$ cat src/rtl/id_ex_stage.sv
// Decode-to-execute pipeline register: bypasses the writeback port into both
// source operands, inserts a bubble on load-use hazards, and honours EX stall and flush.
module id_ex_stage #(
    parameter int XLEN   = 32,
    parameter int CTRL_W = 8
) (
    input  logic              clk_i,
    input  logic              rst_i,
    input  logic              id_valid_i,
    input  logic [XLEN-1:0]   id_pc_i,
    input  logic [4:0]        id_rs1_addr_i,
    input  logic [4:0]        id_rs2_addr_i,
    input  logic              id_rs1_used_i,
    input  logic              id_rs2_used_i,
    input  logic [XLEN-1:0]   id_rs1_data_i,
    input  logic [XLEN-1:0]   id_rs2_data_i,
    input  logic [XLEN-1:0]   id_imm_i,
    input  logic [4:0]        id_rd_addr_i,
    input  logic              id_rd_wren_i,
    input  logic              id_mem_rd_i,
    input  logic              id_mem_wr_i,
    input  logic [CTRL_W-1:0] id_ctrl_i,
    input  logic              wb_rd_wren_i,
    input  logic [4:0]        wb_rd_addr_i,
    input  logic [XLEN-1:0]   wb_rd_data_i,
    input  logic              ex_ready_i,
    input  logic              flush_i,
    output logic              id_ready_o,
    output logic              ex_valid_o,
    output logic [XLEN-1:0]   ex_pc_o,
    output logic [4:0]        ex_rs1_addr_o,
    output logic [4:0]        ex_rs2_addr_o,
    output logic [XLEN-1:0]   ex_rs1_data_o,
    output logic [XLEN-1:0]   ex_rs2_data_o,
    output logic [XLEN-1:0]   ex_imm_o,
    output logic [4:0]        ex_rd_addr_o,
    output logic              ex_rd_wren_o,
    output logic              ex_mem_rd_o,
    output logic              ex_mem_wr_o,
    output logic [CTRL_W-1:0] ex_ctrl_o
);

    logic              valid_q, valid_d;
    logic [XLEN-1:0]   pc_q, pc_d;
    logic [4:0]        rs_addr_q [2];
    logic [4:0]        rs_addr_d [2];
    logic [XLEN-1:0]   rs_data_q [2];
    logic [XLEN-1:0]   rs_data_d [2];
    logic [XLEN-1:0]   imm_q, imm_d;
    logic [4:0]        rd_addr_q, rd_addr_d;
    logic              rd_wren_q, rd_wren_d;
    logic              mem_rd_q, mem_rd_d;
    logic              mem_wr_q, mem_wr_d;
    logic [CTRL_W-1:0] ctrl_q, ctrl_d;

    // Index 0 is rs1, index 1 is rs2.
    logic [4:0]      id_src_addr [2];
    logic [XLEN-1:0] id_src_data [2];
    logic [1:0]      id_src_used;
    logic [XLEN-1:0] src_cap_data [2];
    logic [1:0]      src_hazard;
    logic [1:0]      src_wb_hit_ex;
    logic            wb_write;
    logic            advance;
    logic            hazard;

    assign id_src_addr[0] = id_rs1_addr_i;
    assign id_src_addr[1] = id_rs2_addr_i;
    assign id_src_data[0] = id_rs1_data_i;
    assign id_src_data[1] = id_rs2_data_i;
    assign id_src_used    = {id_rs2_used_i, id_rs1_used_i};

    // x0 writes never forward: the register file ignores them too.
    assign wb_write = wb_rd_wren_i && (wb_rd_addr_i != 5'd0);

    genvar gi;
    generate
        for (gi = 0; gi < 2; gi++) begin : g_src
            assign src_cap_data[gi]  = (wb_write && (wb_rd_addr_i == id_src_addr[gi]))
                                       ? wb_rd_data_i : id_src_data[gi];
            assign src_wb_hit_ex[gi] = wb_write && (wb_rd_addr_i == rs_addr_q[gi]);
            assign src_hazard[gi]    = id_src_used[gi] && (id_src_addr[gi] == rd_addr_q);
        end
    endgenerate

    assign advance    = ex_ready_i || !valid_q;
    assign hazard     = id_valid_i && valid_q && mem_rd_q && (rd_addr_q != 5'd0) && (|src_hazard);
    assign id_ready_o = !rst_i && advance && !hazard && !flush_i;

    always_comb begin
        valid_d   = valid_q;
        pc_d      = pc_q;
        imm_d     = imm_q;
        rd_addr_d = rd_addr_q;
        rd_wren_d = rd_wren_q;
        mem_rd_d  = mem_rd_q;
        mem_wr_d  = mem_wr_q;
        ctrl_d    = ctrl_q;
        for (int i = 0; i < 2; i++) begin
            rs_addr_d[i] = rs_addr_q[i];
            rs_data_d[i] = rs_data_q[i];
        end

        if (flush_i || (advance && hazard) || (advance && !id_valid_i)) begin
            valid_d   = 1'b0;
            pc_d      = '0;
            imm_d     = '0;
            rd_addr_d = '0;
            rd_wren_d = 1'b0;
            mem_rd_d  = 1'b0;
            mem_wr_d  = 1'b0;
            ctrl_d    = '0;
            for (int i = 0; i < 2; i++) begin
                rs_addr_d[i] = '0;
                rs_data_d[i] = '0;
            end
        end else if (advance) begin
            valid_d   = 1'b1;
            pc_d      = id_pc_i;
            imm_d     = id_imm_i;
            rd_addr_d = id_rd_addr_i;
            rd_wren_d = id_rd_wren_i && (id_rd_addr_i != 5'd0);
            mem_rd_d  = id_mem_rd_i;
            mem_wr_d  = id_mem_wr_i;
            ctrl_d    = id_ctrl_i;
            for (int i = 0; i < 2; i++) begin
                rs_addr_d[i] = id_src_addr[i];
                rs_data_d[i] = src_cap_data[i];
            end
        end else if (valid_q) begin
            // Stalled in EX: pick up a producer retiring now so the operand stays current.
            for (int i = 0; i < 2; i++) begin
                if (src_wb_hit_ex[i]) begin
                    rs_data_d[i] = wb_rd_data_i;
                end
            end
        end
    end

    always_ff @(posedge clk_i) begin
        if (rst_i) begin
            valid_q   <= 1'b0;
            pc_q      <= '0;
            imm_q     <= '0;
            rd_addr_q <= '0;
            rd_wren_q <= 1'b0;
            mem_rd_q  <= 1'b0;
            mem_wr_q  <= 1'b0;
            ctrl_q    <= '0;
            for (int i = 0; i < 2; i++) begin
                rs_addr_q[i] <= '0;
                rs_data_q[i] <= '0;
            end
        end else begin
            valid_q   <= valid_d;
            pc_q      <= pc_d;
            imm_q     <= imm_d;
            rd_addr_q <= rd_addr_d;
            rd_wren_q <= rd_wren_d;
            mem_rd_q  <= mem_rd_d;
            mem_wr_q  <= mem_wr_d;
            ctrl_q    <= ctrl_d;
            for (int i = 0; i < 2; i++) begin
                rs_addr_q[i] <= rs_addr_d[i];
                rs_data_q[i] <= rs_data_d[i];
            end
        end
    end

    assign ex_valid_o    = valid_q;
    assign ex_pc_o       = pc_q;
    assign ex_rs1_addr_o = rs_addr_q[0];
    assign ex_rs2_addr_o = rs_addr_q[1];
    assign ex_rs1_data_o = rs_data_q[0];
    assign ex_rs2_data_o = rs_data_q[1];
    assign ex_imm_o      = imm_q;
    assign ex_rd_addr_o  = rd_addr_q;
    assign ex_rd_wren_o  = rd_wren_q;
    assign ex_mem_rd_o   = mem_rd_q;
    assign ex_mem_wr_o   = mem_wr_q;
    assign ex_ctrl_o     = ctrl_q;

endmodule

$ cat config.mk
export PLATFORM = sky130hd
export DESIGN_NAME = id_ex_stage
export DESIGN_NICKNAME = d
export VERILOG_FILES = /design/src/rtl/id_ex_stage.sv
export SDC_FILE = /design/constraint.sdc
export NUM_CORES = 1
export LEC_CHECK = 0
export CORE_AREA = 2 2 137 139
export CTS_CLUSTER_SIZE = 25
export DETAILED_ROUTE_END_ITERATION = 8
export DIE_AREA = 0 0 139 141
export GPL_TIMING_DRIVEN = 0
export PLACE_DENSITY = 0.86
export SYNTH_ARGS = -nofsm -noshare
export SYNTH_HDL_FRONTEND = slang
export SYNTH_SLANG_ARGS = --single-unit
$ cat constraint.sdc
create_clock -name clk_i -period 2.3 [get_ports clk_i]
set_input_delay 0.69 -clock clk_i [delete_from_list [all_inputs] [get_ports clk_i]]
set_output_delay 0.69 -clock clk_i [all_outputs]
set_load 0.1 [all_outputs]
==> qor.csv, run 1 <==
metric;value;unit
Slew HR;37.19;%
CP Class;reg -> out;
Least-Margin Pin Slew;945.9;ps
crit path capture type;output pin;
DRC errors left;0;
Worst Reg-to-Reg Cells;5;
Static Leak;4.346;nW
IO buf count;349;
Die Area;19600;µm²
clock skew;16.05;ps
CP max stage delay;390;ps
Vias;6596;
RSZ-0062 raised after global routing;true;
DR pass1 iterations;4;
area leader, netlist;dfxtp_1;
post-DP HPWL;18720;µm
Hold Crit Depth;1;
Netlist cell types;35;
nets;1211;
num rows;50;
Routability Congestion;0.9055;
clk slew on worst S/H paths;70;ps
drt via density;5.239;
TritonCTS Sinks;155;
failing checks;negative setup slack;
Synth Register Bits;155;
Synth warnings;0;
H-tree depth;4;
Clock power frac;38.7;%
initial antenna violation count;0;
CP cell instances;or3_4 -> o311a_4 -> a31oi_4 -> buf_12;
share of post-route cells with drive strength above 1;26.63;%
hold_sp;ex_rd_wren_o;
Critical Path RT;1610;ps
CTS max path bufs;2;
sequential power share;40.4;%
Power Total;0.006967;W
R2R Setup Slk;-110;ps
Pins Over Slew Limit;0;
FILL cells;1566;
CTS tree;built;
Synth area leaders;dfxtp_1, a22o_1, nand3_1, a21o_1, a22oi_1;
Syn Area/Cell;9.746;µm²
die width;139;µm
Routed WL;24550;µm
number of top-level design ports;355;
grt ovf;0;
Int Power;0.004756;W
Hold EP;ex_rd_wren_o;
overall routing resource usage;24.01;%
Antenna Nets Post-Route;0;
Net Sw Power;0.002211;W
drt initial violations;264;
final setup TNS;-2030;ps
Cells after Synth;637;
first-pass GRT wire length;37000;µm
post-synthesis sequential area ratio;49.98;%
Final min period;2606;ps
Final Cycle Share;113.3;%
die height;141;µm
Net Sw Frac;31.74;%
area delta synth->final;74.14;%
largest net degree at the start of global routing;17;
VDD IR-drop max;0.4652;mV
Arr. time, crit path;1920;ps
vias in the first global route;6782;
Root Buffer;clkbuf_16;
clock latency on the worst-skew pair;420;ps
number of buffers created by CTS;17;
post-synthesis cell area;6208;µm²
max_cap viols;0;
Starting Density;33.99;%
status;complete, but fails checks;
FF-to-FF Start;ex_rd_addr_o[1];
area share of the largest cell type after synthesis;49.98;%
Slowest-stage cell, CP;o311a_4;
Hold Vio Cnt, Final;0;
worst-path fanout max;3;
Comb power frac;20.9;%
Syn Nets;836;
Setup Viol. Count Final;78;
WL per Instance;19.50;µm
Worst R2R End;rs_addr_q[0][7];
n_diodes;0;
core area;18270;µm²
startpoint types;flop;
setup ws final;-305.7;ps
PD cells;644.4;nW/µm²
fmax;383.8;MHz
CTS Hold Bufs;0;
Tightest Hold Check Type;reg -> reg;
## layout make-up
class                           count  area, µm²  share of cell area, %
Timing Repair Buffer              357       3482                  32.21
Sequential cell                   155       3118                  28.84
Multi-Input combinational cell    413       3009                  27.83
Clock buffer                       18      439.2                  4.062
Buffer                             66      336.6                  3.113
Tap cell                          234      292.8                  2.708
Clock inverter                     14      126.4                  1.169
Inverter                            2      7.507                0.06944
## cells in the final DEF (no fill, tap or decap), drive strengths merged, types with 34 or more instances in the layout
| cell type | count |
|---|---|
| buf | 37 |
| clkbuf | 98 |
| a31oi | 34 |
| a22o | 89 |
| nand2 | 36 |
| dfxtp | 155 |
| clkdlybuf4s15 | 116 |
| clkdlybuf4s50 | 183 |
| nand3 | 67 |
## worst max-delay path: cells and delay by family, from the launching register on
family                 cells  cell delay (ps)
buffers and inverters      1              190
AO/OA/AOI/OAI              2              580
AND/OR/NAND/NOR            1              380
flip-flops                 1              340
## synthesized netlist by cell type, drive strengths merged
master / instances
dfxtp: 155
a22o: 89
nand3: 67
clkbuf: 40
nand2: 36
a31oi: 34
a21o: 32
a21oi: 32
a22oi: 32
o21bai: 32
buf: 27
xor2: 16
xnor2: 14
nor2: 6
nand4: 4
nor3: 4
inv: 2
o21ai: 2
a211oi: 1
a31o: 1
a32o: 1
and3: 1
nand2b: 1
nor2b: 1
nor4: 1
o21a: 1
o22ai: 1
o311a: 1
o41a: 1
or3: 1
or4: 1
## power groups by stage
| stage | Sequential, W | Combinational (W) | Clock (W) |
|---|---|---|---|
| 2_1_floorplan | 0.00344 | 0.000303 | 0 |
| 3_3_place_gp | 0.00287 | 0.00146 | 0 |
| 3_5_place_dp | 0.00287 | 0.00147 | 0 |
| 4_1_cts | 0.00282 | 0.00146 | 0.00276 |
| 5_1_grt | 0.00282 | 0.00152 | 0.00286 |
| 6_report | 0.00281 | 0.00146 | 0.00270 |
## metrics by stage
step	setup WS, ps	instances	area [µm²]	utilization (%)	hold WS, ps
floorplan	-175.2	637	6370	-	714.2
global placement	-1556	1220	10160	55.60	454.2
detailed placement	-1579	1220	10160	55.60	462.6
CTS	-310.5	1253	10940	59.87	476.4
global route	-357.8	1259	10810	59.18	494.8
finish	-305.7	1259	10810	59.18	473.6
## state kept, by name (all words and copies together), names as in the netlist
name / flops
ex_pc_o: 32
ex_ctrl_o: 8
ex_mem_rd_o: 1
ex_rd_wren_o: 1
ex_mem_wr_o: 1
rs_addr_q: 10
ex_rd_addr_o: 5
rs_data_q: 64
ex_valid_o: 1
ex_imm_o: 32
## worst max-delay path by stage
stage | startpoint | endpoint | slack [ps] | cells past startpoint
2_1_floorplan | ex_rd_addr_o[4] | id_ready_o | -180 | 3
3_3_place_gp | id_rs2_addr_i[4] | id_ready_o | -1560 | 6
3_5_place_dp | id_rs2_addr_i[2] | id_ready_o | -1580 | 6
4_1_cts | ex_rd_addr_o[4] | id_ready_o | -310 | 4
5_1_grt | ex_rd_addr_o[1] | id_ready_o | -360 | 4
6_report | ex_rd_addr_o[1] | id_ready_o | -310 | 4
## routing by layer
layer,global-route usage [%],routed length [µm],up-vias
met5,0,0,-
met4,9.835,813,0
met3,8.152,2083,46
met2,41.79,12090,330
met1,27.06,9568,3074
li1,-,-,3146
## cell families (layout without fill, tap and decap cells)
family                 Yosys count  count (layout)  synth area share (%)
AO/OA/AOI/OAI                  260             260                 31.64
flip-flops                     155             155                 49.98
AND/OR/NAND/NOR                123             123                 9.392
buffers and inverters           69             457                 4.756
XOR/XNOR                        30              30                 4.232
## what timing repair did
item,CTS,global route
gates cloned,0,0
hold endpoints to repair,0,0
pin swaps,6,12
endpoints found under the setup margin,311,189
buffers inserted,2,6
gates resized for setup,457,65
No activity file was read; power rests on OpenSTA's default activity.
==> run 2, diff against run 1 <==
Settings changed: ABC_AREA from default to 1, CORE_AREA 2 2 137 139 to default, CORE_UTILIZATION from default to 38, DIE_AREA 0 0 139 141 to default, PLACE_DENSITY 0.86 to 0.88.
==> qor.csv, run 2 <==
metric;value;unit;change
status;complete, but fails checks;;
failing checks;negative setup slack;;
Synth area leaders;dfxtp_1, nand2_1, nand3_1, nor2_1, inv_1;;
Synth warnings;0;;unchanged
Most flops, register;rs_data_q;;
Starting Density;39.26;%;+5.3 points
count leader, synth;nand2_1;;
die width;144.5;µm;+4.0%
Vias;8746;;+33%
share of post-route cells with drive strength above 1;20.22;%;-6.4 points
clock latency on the worst-skew pair;420;ps;about the same
Final Cycle Share;100.9;%;-12 points
worst-path fanout max;5;;+2
Hold Vio Cnt, Final;0;;unchanged
Syn Nets;1384;;+66%
Static Leak;6.023;nW;+39%
Slowest-stage cell, CP;dfxtp_4;;
final setup TNS;-19.66;ps;+2011 ps
fin area;12060;µm²;+12%
setup ws final;-19.66;ps;+286.0 ps
RSZ-0062 raised after global routing;true;;
Post-synth EDFFs;0;;unchanged
first-pass GRT wire length;41370;µm;+12%
nets;1764;;+46%
TritonCTS Sinks;155;;unchanged
PD cells;606.4;nW/µm²;-5.9%
post-synthesis sequential area ratio;40.21;%;-9.8 points
grt ovf;0;;unchanged
WL per Instance;15.17;µm;-22%
CTS Hold Bufs;0;;unchanged
Least-Margin Pin Slew;951.3;ps;+5.476 ps
Setup Viol. Count Final;1;;-99%
Hold Crit Depth;4;;+3
area share of the largest cell type after synthesis;40.21;%;-9.8 points
post-DP HPWL;21520;µm;+15%
DR pass1 iterations;5;;+1
Worst Reg-to-Reg Cells;10;;+5
Arr. time, crit path;1630;ps;-290 ps
Cells after Synth;1185;;+86%
number of top-level design ports;355;;unchanged
Netlist cell types;25;;-29%
CP max stage delay;380;ps;about the same
area delta synth->final;56.33;%;
Die Area;20880;µm²;+6.5%
overall routing resource usage;25.91;%;+1.9 points
most common cell after layout, fill and taps aside;nand2_1;;
CTS max path bufs;2;;unchanged
H-tree depth;4;;unchanged
worst hold slack;527.0;ps;+53.34 ps
crit-path most repeated cell;nand2_1;;
placed cell area;11600;µm²;+14%
num rows;51;;+2.0%
max_cap viols;0;;unchanged
initial antenna violation count;2;;+2
Routed WL;28000;µm;+14%
clock skew;9.077;ps;-6.977 ps
drt via density;4.740;;-9.5%
Synth Register Bits;155;;unchanged
Critical Path RT;1610;ps;about the same
area leader, netlist;dfxtp_1;;
Post-synth top cells;nand2_1, nor2_1, dfxtp_1, nand3_1, inv_1;;
drt initial violations;330;;+25%
max reg flops;64;;unchanged
vias in the first global route;8386;;+24%
post-synthesis cell area;7716;µm²;+24%
CTS tree;built;;
prevailing post-synth register cell;dfxtp_1;;
Post-synth ARST share;0;%;unchanged
core area;19650;µm²;+7.6%
Routability Congestion;0.9847;;+8.7%
Syn Area/Cell;6.512;µm²;-33%
clk slew on worst S/H paths;70;ps;about the same
VDD IR-drop max;0.4689;mV;+0.81%
number of buffers created by CTS;17;;unchanged
CP Class;reg -> out;;
crit path capture type;output pin;;
Slew HR;36.83;%;-0.36 points
startpoint types;flop;;
IO buf count;350;;+0.29%
Root Buffer;clkbuf_16;;
Final min period;2320;ps;-286.0 ps
CP cell instances;inv_4 -> nand2_1 -> nand2_1 -> nor2_1 -> nand3_1 -> nand2_1 -> nand2_2 -> nand2_2 -> nor2_4 -> buf_12;;
Tightest Hold Check Type;reg -> reg;;
largest net degree at the start of global routing;17;;unchanged
commonest non-fill, non-tap cells in the layout;nand2_1, clkdlybuf4s50_1, nor2_1, dfxtp_1, nand3_1;;
Pins Over Slew Limit;0;;unchanged
Antenna Nets Post-Route;0;;unchanged
post-route core utilization;61.38;%;+2.2 points
DRC errors left;0;;unchanged
fmax;431.1;MHz;+12%
die height;144.5;µm;+2.5%
run 2: cell type report:
| class | instances | area (µm²) |
|---|---|---|
| clock buffer | 18 | 429.2 |
| inverter | 115 | 454.2 |
| antenna | 2 | 5.005 |
| sequential | 155 | 3123 |
| clock inverter | 14 | 127.6 |
| buffer | 72 | 521.8 |
| fill | 1732 | 7591 |
| timing repair buffer | 361 | 3363 |
| tap | 265 | 331.6 |
| multi-input combinational | 843 | 3707 |
run 2: worst paths after layout:
| kind | to | slack (ps) | from |
|---|---|---|---|
| max | id_ready_o | -20 | ex_rd_addr_o[3] |
| min | ex_imm_o[0] | 530 | ex_imm_o[0] |
| max reg2reg | ex_pc_o[30] | 440 | ex_valid_o |
| min reg2reg | ex_imm_o[0] | 530 | ex_imm_o[0] |
run 2: power breakdown:
part | internal [W] | switching [W] | leakage, nW
clock network | 0.00143 | 0.00128 | 0.274
logic | 0.000628 | 0.00115 | 4.48
registers | 0.00277 | 0.0000554 | 1.27
run 2: critical path: cells and delay by family (launching register included):
| kind | cells | cell delay (ps) |
|---|---|---|
| buf+inv | 2 | 260 |
| flops | 1 | 380 |
| simple gates | 8 | 570 |
run 2: layer usage:
layer	wire length, µm	GRT usage (%)	up-vias
met1	10590	27.16	3959
met3	2711	8.642	73
met2	13530	45.90	381
met4	1148	13.35	2
met5	12	0	-
li1	-	-	4331
run 2: kinds of logic after synthesis:
logic type | Yosys count | synth area share [%]
AND/OR/NAND/NOR | 813 | 44.97
XOR/XNOR | 12 | 1.362
AO/OA/AOI/OAI | 18 | 1.200
buffers and inverters | 187 | 12.26
flip-flops | 155 | 40.21
run 2: what timing repair did:
action / in CTS / in global routing
buffers inserted: 0 / 11
gates resized for setup: 413 / 128
pin swaps: 3 / 16
setup endpoints to repair: 156 / 68
run 2: through the flow:
step                      setup WS [ps]  cells  power (W)
after floorplan                   1.223   1185   0.004005
after global placement            -1464   1800   0.004661
after detailed placement          -1497   1800   0.004681
after CTS                        -261.3   1832   0.007356
after global routing             -113.8   1844   0.007592
final                            -19.66   1845   0.007315
